<file path="config.mk">
export PLATFORM = sky130hd
export DESIGN_NAME = acc_core_gen2_flat
export DESIGN_NICKNAME = d
export VERILOG_FILES = /design/src/rtl/acc_core_gen2_if.sv /design/src/rtl/acc_core_gen2.sv /design/src/flat_wrapper.sv
export SDC_FILE = /design/constraint.sdc
export NUM_CORES = 1
export LEC_CHECK = 0
export ABC_AREA = 1
export CAP_MARGIN = 20
export CORE_ASPECT_RATIO = 0.5
export CORE_MARGIN = 3
export CORE_UTILIZATION = 40
export CTS_CLUSTER_SIZE = 25
export DETAILED_ROUTE_END_ITERATION = 7
export MAX_ROUTING_LAYER = met4
export SYNTH_ARGS = -nofsm -noshare
export SYNTH_HDL_FRONTEND = slang
export SYNTH_SLANG_ARGS = --single-unit
</file>
<file path="constraint.sdc">
create_clock -name clk -period 5.89 [get_ports clk]
set_clock_uncertainty 0.2 [all_clocks]
set_input_delay 1.4725 -clock clk [delete_from_list [all_inputs] [get_ports clk]]
set_output_delay 1.4725 -clock clk [all_outputs]
set_load 0.03 [all_outputs]
</file>
<file path="src/rtl/acc_core_gen2_if.sv">
// Host-side bus of the accumulator core:
// program load port, run strobe and status.
interface acc_core_gen2_if #(
  parameter int DW = 8,
  parameter int AW = 5
);
  logic          load_we;
  logic [AW-1:0] load_addr;
  logic [DW-1:0] load_data;
  logic          run;
  logic [DW-1:0] ac_out;
  logic [AW-1:0] pc_out;
  logic          zero_flag;
  logic          carry_flag;
  logic          busy;
  logic          halted;
  logic          illegal;

  modport master (
    output load_we, load_addr, load_data, run,
    input  ac_out, pc_out, zero_flag,
    input  carry_flag, busy, halted, illegal
  );

  modport slave (
    input  load_we, load_addr, load_data, run,
    output ac_out, pc_out, zero_flag,
    output carry_flag, busy, halted, illegal
  );
endinterface

</file>
<file path="src/rtl/acc_core_gen2.sv">
// Accumulator core: two-word instructions,
// FETCH/DECODE/EXECUTE sequencing, private program RAM.
module acc_core_gen2 #(
  parameter int DW = 8,
  parameter int AW = 5
) (
  input logic            clk,
  input logic            rst_n,
  acc_core_gen2_if.slave bus
);
  localparam int DEPTH = 1 << AW;

  typedef enum logic [2:0] {
    S_IDLE,
    S_FETCH,
    S_DECODE,
    S_EXEC,
    S_HALT
  } state_t;

  state_t        state;
  logic [DW-1:0] mem [DEPTH];
  logic [DW-1:0] ac;
  logic [DW-1:0] opr;
  logic [7:0]    opc;
  logic [AW-1:0] pc;
  logic          z;
  logic          c;
  logic          ill;
  logic          busy_q;
  logic          halt_q;

  logic          parked;
  logic [DW:0]   add_r;
  logic [DW:0]   sub_r;
  logic [DW-1:0] alu_res;
  logic          alu_c;
  logic          alu_we;
  logic          take_jmp;
  logic          bad_op;
  logic          stop;

  assign parked = (state == S_IDLE) || (state == S_HALT);

  // RAM has no reset so a program survives rst_n.
  always_ff @(posedge clk) begin
    if (bus.load_we && parked)
      mem[bus.load_addr] <= bus.load_data;
  end

  assign add_r = {1'b0, ac} + {1'b0, opr}
               + {{DW{1'b0}}, (opc == 8'h0E) & c};
  assign sub_r = {1'b0, ac} - {1'b0, opr};

  always_comb begin
    alu_res = ac;
    alu_c   = c;
    alu_we  = 1'b1;
    unique case (opc)
      8'h01: begin alu_res = opr; alu_c = 1'b0; end
      8'h02, 8'h0E: {alu_c, alu_res} = add_r;
      8'h03: {alu_c, alu_res} = sub_r;
      8'h04: begin alu_res = ac & opr; alu_c = 1'b0; end
      8'h05: begin alu_res = ac | opr; alu_c = 1'b0; end
      8'h06: begin alu_res = ac ^ opr; alu_c = 1'b0; end
      8'h07: begin alu_res = ~ac; alu_c = 1'b0; end
      8'h08: begin
        alu_res = {ac[DW-2:0], 1'b0};
        alu_c   = ac[DW-1];
      end
      8'h09: begin
        alu_res = {1'b0, ac[DW-1:1]};
        alu_c   = ac[0];
      end
      default: alu_we = 1'b0;
    endcase
  end

  assign take_jmp = (opc == 8'h0B)
                  | ((opc == 8'h0C) & z)
                  | ((opc == 8'h0D) & c);
  assign bad_op   = opc > 8'h0E;
  assign stop     = bad_op | (opc == 8'h0A);

  always_ff @(posedge clk or posedge rst_n) begin
    if (rst_n) begin
      state  <= S_IDLE;
      pc     <= '0;
      ac     <= '0;
      opc    <= '0;
      opr    <= '0;
      z      <= 1'b0;
      c      <= 1'b0;
      ill    <= 1'b0;
      busy_q <= 1'b0;
      halt_q <= 1'b0;
    end else begin
      unique case (state)
        S_IDLE, S_HALT: begin
          if (bus.run) begin
            state  <= S_FETCH;
            pc     <= '0;
            ill    <= 1'b0;
            busy_q <= 1'b1;
            halt_q <= 1'b0;
          end
        end
        S_FETCH: begin
          opc   <= mem[pc][7:0];
          pc    <= pc + 1'b1;
          state <= S_DECODE;
        end
        S_DECODE: begin
          opr   <= mem[pc];
          pc    <= pc + 1'b1;
          state <= S_EXEC;
        end
        S_EXEC: begin
          if (alu_we) begin
            ac <= alu_res;
            c  <= alu_c;
            z  <= (alu_res == '0);
          end
          if (take_jmp)
            pc <= opr[AW-1:0];
          if (stop) begin
            state  <= S_HALT;
            ill    <= bad_op;
            busy_q <= 1'b0;
            halt_q <= 1'b1;
          end else begin
            state <= S_FETCH;
          end
        end
        default: begin
          state  <= S_IDLE;
          busy_q <= 1'b0;
          halt_q <= 1'b0;
        end
      endcase
    end
  end

  assign bus.ac_out     = ac;
  assign bus.pc_out     = pc;
  assign bus.zero_flag  = z;
  assign bus.carry_flag = c;
  assign bus.busy       = busy_q;
  assign bus.halted     = halt_q;
  assign bus.illegal    = ill;
endmodule

</file>
<file path="src/flat_wrapper.sv">
// flat-port wrapper written by rule: the top's interface ports become plain ports
module acc_core_gen2_flat 
#(
  parameter int DW = 8,
  parameter int AW = 5
)
  (clk, rst_n, bus_load_we, bus_load_addr, bus_load_data, bus_run, bus_ac_out, bus_pc_out, bus_zero_flag, bus_carry_flag, bus_busy, bus_halted, bus_illegal);
  acc_core_gen2_if #(.DW(DW), .AW(AW)) bus_i ();
  input logic clk;
  input logic rst_n;
  input wire logic [$bits(bus_i.load_we)-1:0] bus_load_we;
  input wire logic [$bits(bus_i.load_addr)-1:0] bus_load_addr;
  input wire logic [$bits(bus_i.load_data)-1:0] bus_load_data;
  input wire logic [$bits(bus_i.run)-1:0] bus_run;
  output wire logic [$bits(bus_i.ac_out)-1:0] bus_ac_out;
  output wire logic [$bits(bus_i.pc_out)-1:0] bus_pc_out;
  output wire logic [$bits(bus_i.zero_flag)-1:0] bus_zero_flag;
  output wire logic [$bits(bus_i.carry_flag)-1:0] bus_carry_flag;
  output wire logic [$bits(bus_i.busy)-1:0] bus_busy;
  output wire logic [$bits(bus_i.halted)-1:0] bus_halted;
  output wire logic [$bits(bus_i.illegal)-1:0] bus_illegal;
  assign bus_i.load_we = bus_load_we;
  assign bus_i.load_addr = bus_load_addr;
  assign bus_i.load_data = bus_load_data;
  assign bus_i.run = bus_run;
  assign bus_ac_out = bus_i.ac_out;
  assign bus_pc_out = bus_i.pc_out;
  assign bus_zero_flag = bus_i.zero_flag;
  assign bus_carry_flag = bus_i.carry_flag;
  assign bus_busy = bus_i.busy;
  assign bus_halted = bus_i.halted;
  assign bus_illegal = bus_i.illegal;
  acc_core_gen2 #(.DW(DW), .AW(AW)) u_core (.clk(clk), .rst_n(rst_n), .bus(bus_i));
endmodule
</file>
# Word-level counts from Yosys, hierarchy flattened
# Memory sizes are Yosys's and may differ from the RTL's.
# Index checks and enable logic that the tools add are counted.
[word_totals]
n_memories = 1
mem_bits_rw = 256
elab_cells = 84
ff_bits = 37
[classes]
bitwise_logic = 11
n_lt_le_gt_ge = 1
reduce_logical = 17
muxes = 19
n_eq_ne = 21
add_sub_neg = 4
[memory_table]
columns = ["name", "words", "width", "rd", "rd_clocked_by_memory_dff", "wr", "line_no", "source"]
rows = [
  ["u_core.mem", 32, 8, 1, 0, 1, "acc_core_gen2.sv:22", "logic [DW-1:0] mem [DEPTH];"],
]
[op_table]
columns = ["operator", "n"]
rows = [
  ["8-bit one-hot mux with 9 select lines", 1],
  ["8-bit by 4-bit == test with 1-bit output, second input constant", 7],
  ["8-bit by 3-bit == test with 1-bit output, second input constant", 4],
  ["8-bit by 2-bit == test with 1-bit output, second input constant", 2],
  ["5-bit one-hot mux with 3 select lines", 1],
  ["3-bit one-hot mux with 4 select lines", 1],
  ["3-bit AND reduction", 4],
  ["5-bit two-way mux", 2],
  ["10-bit OR reduction", 1],
  ["8-bit by 8-bit adder with 9-bit output", 1],
  ["9-bit by 1-bit adder with 9-bit output", 1],
  ["8-bit by 8-bit subtractor with 9-bit output", 1],
  ["8-bit AND", 1],
  ["8-bit by 1-bit == test with 1-bit output, second input constant", 1],
  ["8-bit by 4-bit greater-than comparator with 1-bit output, second input constant", 1],
  ["8-bit zero test", 1],
  ["1-bit two-way mux", 8],
  ["8-bit NOT", 1],
  ["8-bit OR", 1],
  ["8-bit XOR", 1],
  ["3-bit by 2-bit == test with 1-bit output, second input constant", 2],
  ["3-bit two-way mux", 2],
  ["1-bit one-hot mux with 3 select lines", 2],
  ["2-bit OR reduction", 3],
  ["18 further kinds", 23],
]

# Longest topological paths before layout
[logic_depth]
ltp_word = 6
ltp_mapped = 20
depth_no_buf = 20

# Least setup slack after synthesis
# No wires, ideal clock.
[synth_path]
path_type = "input to register"
from = "input bus_load_we"
to = "memory u_core.mem[0][0] (enable)"
n_path_buf = 0
arrival_ns = 2.305
cell_stages = 4
slack_ns = 3.015
cell_sequence = "inv_1 nor2_1 nand3_1 nor2_1"
[synth_between]
elab_chain_cells = 3
[synth_lines]
columns = ["element", "line_no", "source"]
rows = [
  ["from (decl)", "flat_wrapper.sv:11", "input wire logic [$bits(bus_i.load_we)-1:0] bus_load_we;"],
  ["1-bit logical AND", "acc_core_gen2.sv:47", "if (bus.load_we && parked)"],
  ["1-bit two-way mux", "acc_core_gen2.sv:47", ""],
  ["1-bit two-way mux (implied by the code)", "acc_core_gen2.sv:48", "mem[bus.load_addr] <= bus.load_data;"],
  ["to (decl)", "acc_core_gen2.sv:22", ""],
]
# No other way between the ends.

# Final worst setup path
[layout_path]
from = "register u_core.pc[1] (netlist: u_core.bus.pc_out[1])"
to = "output bus_pc_out[1]"
[layout_rtl]
columns = ["element", "line_no", "source"]
rows = [
  ["from (decl)", "acc_core_gen2.sv:26", "logic [AW-1:0] pc;"],
  ["from (signal assigned)", "acc_core_gen2.sv:110", "pc <= pc + 1'b1;"],
  ["from (signal assigned)", "acc_core_gen2.sv:115", "pc <= pc + 1'b1;"],
  ["from (signal assigned)", "acc_core_gen2.sv:125", "pc <= opr[AW-1:0];"],
  ["to (decl)", "flat_wrapper.sv:16", "output wire logic [$bits(bus_i.pc_out)-1:0] bus_pc_out;"],
]
# No word-level cell between the ends.

==> results.cfg <==
[die]
core_sq_um = 32400
dieArea_sq_um = 36000
start_util_pct = 41.5
io_pins = 35
die_h_um = 136
chipWidth_um = 265
rows = 46

[setup_path]
criticalPathCategory = flop to primary output
worstPathRequired_ps = 4220
start_kind = flop
cp.buffers_inverters = 2
slowest_stage = dfrtp_1
worstPathArrival_ps = 2440
path_delay_family = buffers and inverters
worstSetupEndpointType = primary output
crit_fanout = 24
path_cells = buf_4 -> clkdlybuf4s50_1
crit_path_max_incr_delay_ps = 740

[power]
power.leakage_nw = 5.32
power_density_nw_per_um2 = 451
irDropWorstVdd_v = 0.000221

[synthesis]
ys_types = 41
yosysTopAreaCell = edfxtp_1
yosysTopAreaCellShare_pct = 57.1
synth-edff-count = 256
synth_seq_cells = 293
synth_ff_type = edfxtp_1
async_flop_share_pct = 12.6
synth_fp_nets = 1317
seq_area_frac_synth_pct = 64.0
ys_warn_count = 0
avgSynthCellArea_sq_um = 10.6
synthesis.area_sq_um = 13500
ys_top_cells_by_area = edfxtp_1 (57%), nor2_1 (7.1%), dfrtp_1 (6.9%)
netlist_instances = 1272

[cells_and_area]
num-nets-final = 1328
syn2layout_area_growth_pct = 11.3
drive_above_1_share_pct = 6.74
instances_no_fill = 1738

[global_route]
antenna_found_initial = 1
grt_max_degree = 72
grt_util_met3_pct = 3.39
grt_pass1_wl_um = 55200
grtUsageMet2_pct = 33.7
grt_usage_pct = 20.8
grt_busiest_layer = met2
overflow = 0
gr-usage-met1_pct = 27.6
grt_pass1_vias = 9551

[sta]
setup_viol = 0
relSlewSlack_pct = 43.9
rsz0062_at_grt = no
max_freq_mhz = 243
finalHoldViolCount = 0
worst_slew_pin_slew_ps = 838
slew_violations = 0
period_needed_ps = 4110
period_share_pct = 69.8
tns_ps = 0

[cts]
cts-hold-fix-buffers = 0
h-tree-depth = 1
cts_tree = done
cts.sinks = 293
cts_buffer_depth = 3
root_buffer = clkbuf_16
post-cts-setup-buffer-count = 0
cts_buffers = 28
post_cts_resized = 0
insertion_delay_ps = 580
path_clk_slew_ps = 60

[routing]
dr_total_vias = 9757
drt_iter0_drc = 1039
drt-total-wl_um = 36300
ant_nets = 0
viasPerCell = 5.61
drc = 0
drt-pass1-iter-count = 5
wl_per_cell_um = 20.9

[place]
place.detailed.hpwl_um = 23800
routabilityCongestion = 0.912
port_buffers = 34
place_inst = 1685

[run_status]
status = finished clean

[flow_run]
drv_cap = 0

[worst_hold_path]
hp-class = flop to flop
through the flow:
stage / area, sq um / util [%] / power, W / hold WS [ps] / setup WS (ps)
detailed placement: 14100 / 43.5 / 0.00508 / 273 / 1700
global route: 15000 / 46.2 / 0.00718 / 329 / 1680
CTS: 15000 / 46.2 / 0.00675 / 297 / 1770
global placement: 14100 / 43.5 / 0.00504 / 268 / 1770
floorplan: 13500 / - / 0.00427 / 254 / 3010
finish: 15000 / 46.2 / 0.00676 / 297 / 1780
worst min-delay path, stage by stage, from the launching register on:
cell and delay [ps]:
dfrtp_1 350, nand2_1 50, o21ai_0 60
flip-flops by register name, indices dropped and copies added, names as in the netlist:
| signal | cells |
|---|---|
| u_core.state | 3 |
| u_core.bus.zero_flag | 1 |
| u_core.opc | 8 |
| u_core.bus.pc_out | 5 |
| u_core.bus.illegal | 1 |
| u_core.bus.busy | 1 |
| u_core.opr | 8 |
| u_core.bus.carry_flag | 1 |
| u_core.mem | 256 |
| u_core.bus.halted | 1 |
| u_core.bus.ac_out | 8 |
cells in the mapped netlist (3+ instances only):
cell type,n
o21ai_1,3
ha_1,25
nand3b_1,4
nor3_1,4
nand3_1,95
nand4_1,4
inv_1,64
buf_2,17
fa_1,3
o21ai_0,168
o221ai_1,7
nand2_1,145
edfxtp_1,256
inv_2,4
a21oi_1,10
o21ai_2,4
dfrtp_1,37
nor2_2,4
nor2_1,254
nand2_2,3
clkbuf_1,42
o211ai_1,61
o22ai_1,36
placed cells by master, fill, tap and decap left out, drive strengths merged, types with 2 or more instances in the layout:
| cell type | instances |
|---|---|
| clkdlybuf4s50 | 26 |
| a21oi | 12 |
| o211ai | 61 |
| nand2 | 148 |
| clkinv | 15 |
| fa | 3 |
| buf | 17 |
| inv | 69 |
| ha | 25 |
| clkinvlp | 5 |
| nand3 | 96 |
| nand3b | 4 |
| nand4 | 4 |
| o221ai | 7 |
| edfxtp | 256 |
| dfrtp | 37 |
| xor2 | 2 |
| o21ai | 175 |
| nor2 | 261 |
| clkbuf | 34 |
| nor3 | 5 |
| o22ai | 36 |
layout make-up:
type	instances	area, sq um
fillers	2936	17400
flip-flops and latches	293	8620
multi-input cells	846	4310
clock buffers	34	733
well taps	432	541
repair buffers	43	368
inverters	71	270
clock inverters	18	139
diodes	1	2.50
worst paths after layout:
| kind | from | endpoint | depth (start not counted) | slack [ps] |
|---|---|---|---|---|
| setup / recovery | u_core.bus.pc_out[1] | bus_pc_out[1] | 2 | 1780 |
| hold / removal | u_core.opc[7] | u_core.opc[7] | 2 | 300 |
| setup reg to reg | u_core.bus.pc_out[0] | u_core.opc[1] | 8 | 2190 |
| hold reg to reg | u_core.opc[7] | u_core.opc[7] | 2 | 300 |
| max in group asynchronous | rst_n | u_core.bus.pc_out[0] | 3 | 3680 |
| min in group asynchronous | rst_n | u_core.opc[6] | 2 | 1050 |
power by group:
group	switching (W)	internal, W	total, W	leakage, nW
Clock	0.000783	0.000901	0.00168	0.414
Combinational	0.00175	0.000730	0.00248	2.13
Sequential	0.000200	0.00239	0.00259	2.78
Total	0.00273	0.00402	0.00676	5.32
cell families after synthesis:
logic type	synth area share [%]
buffers and inverters	3.97
AO/OA/AOI/OAI	12.9
XOR/XNOR	0.195
AND/OR/NAND/NOR	16.2
flip-flops	64.0
adder cells (fa/ha/maj)	2.77
metal layers:
layer  part of all wire (%)  up-vias
met5                      0        -
met2                     47      389
li1                       -     4549
met1                     43     4754
met4                    2.2        0
met3                    7.7       65
Note: power is estimated with default switching activity, not from simulation.
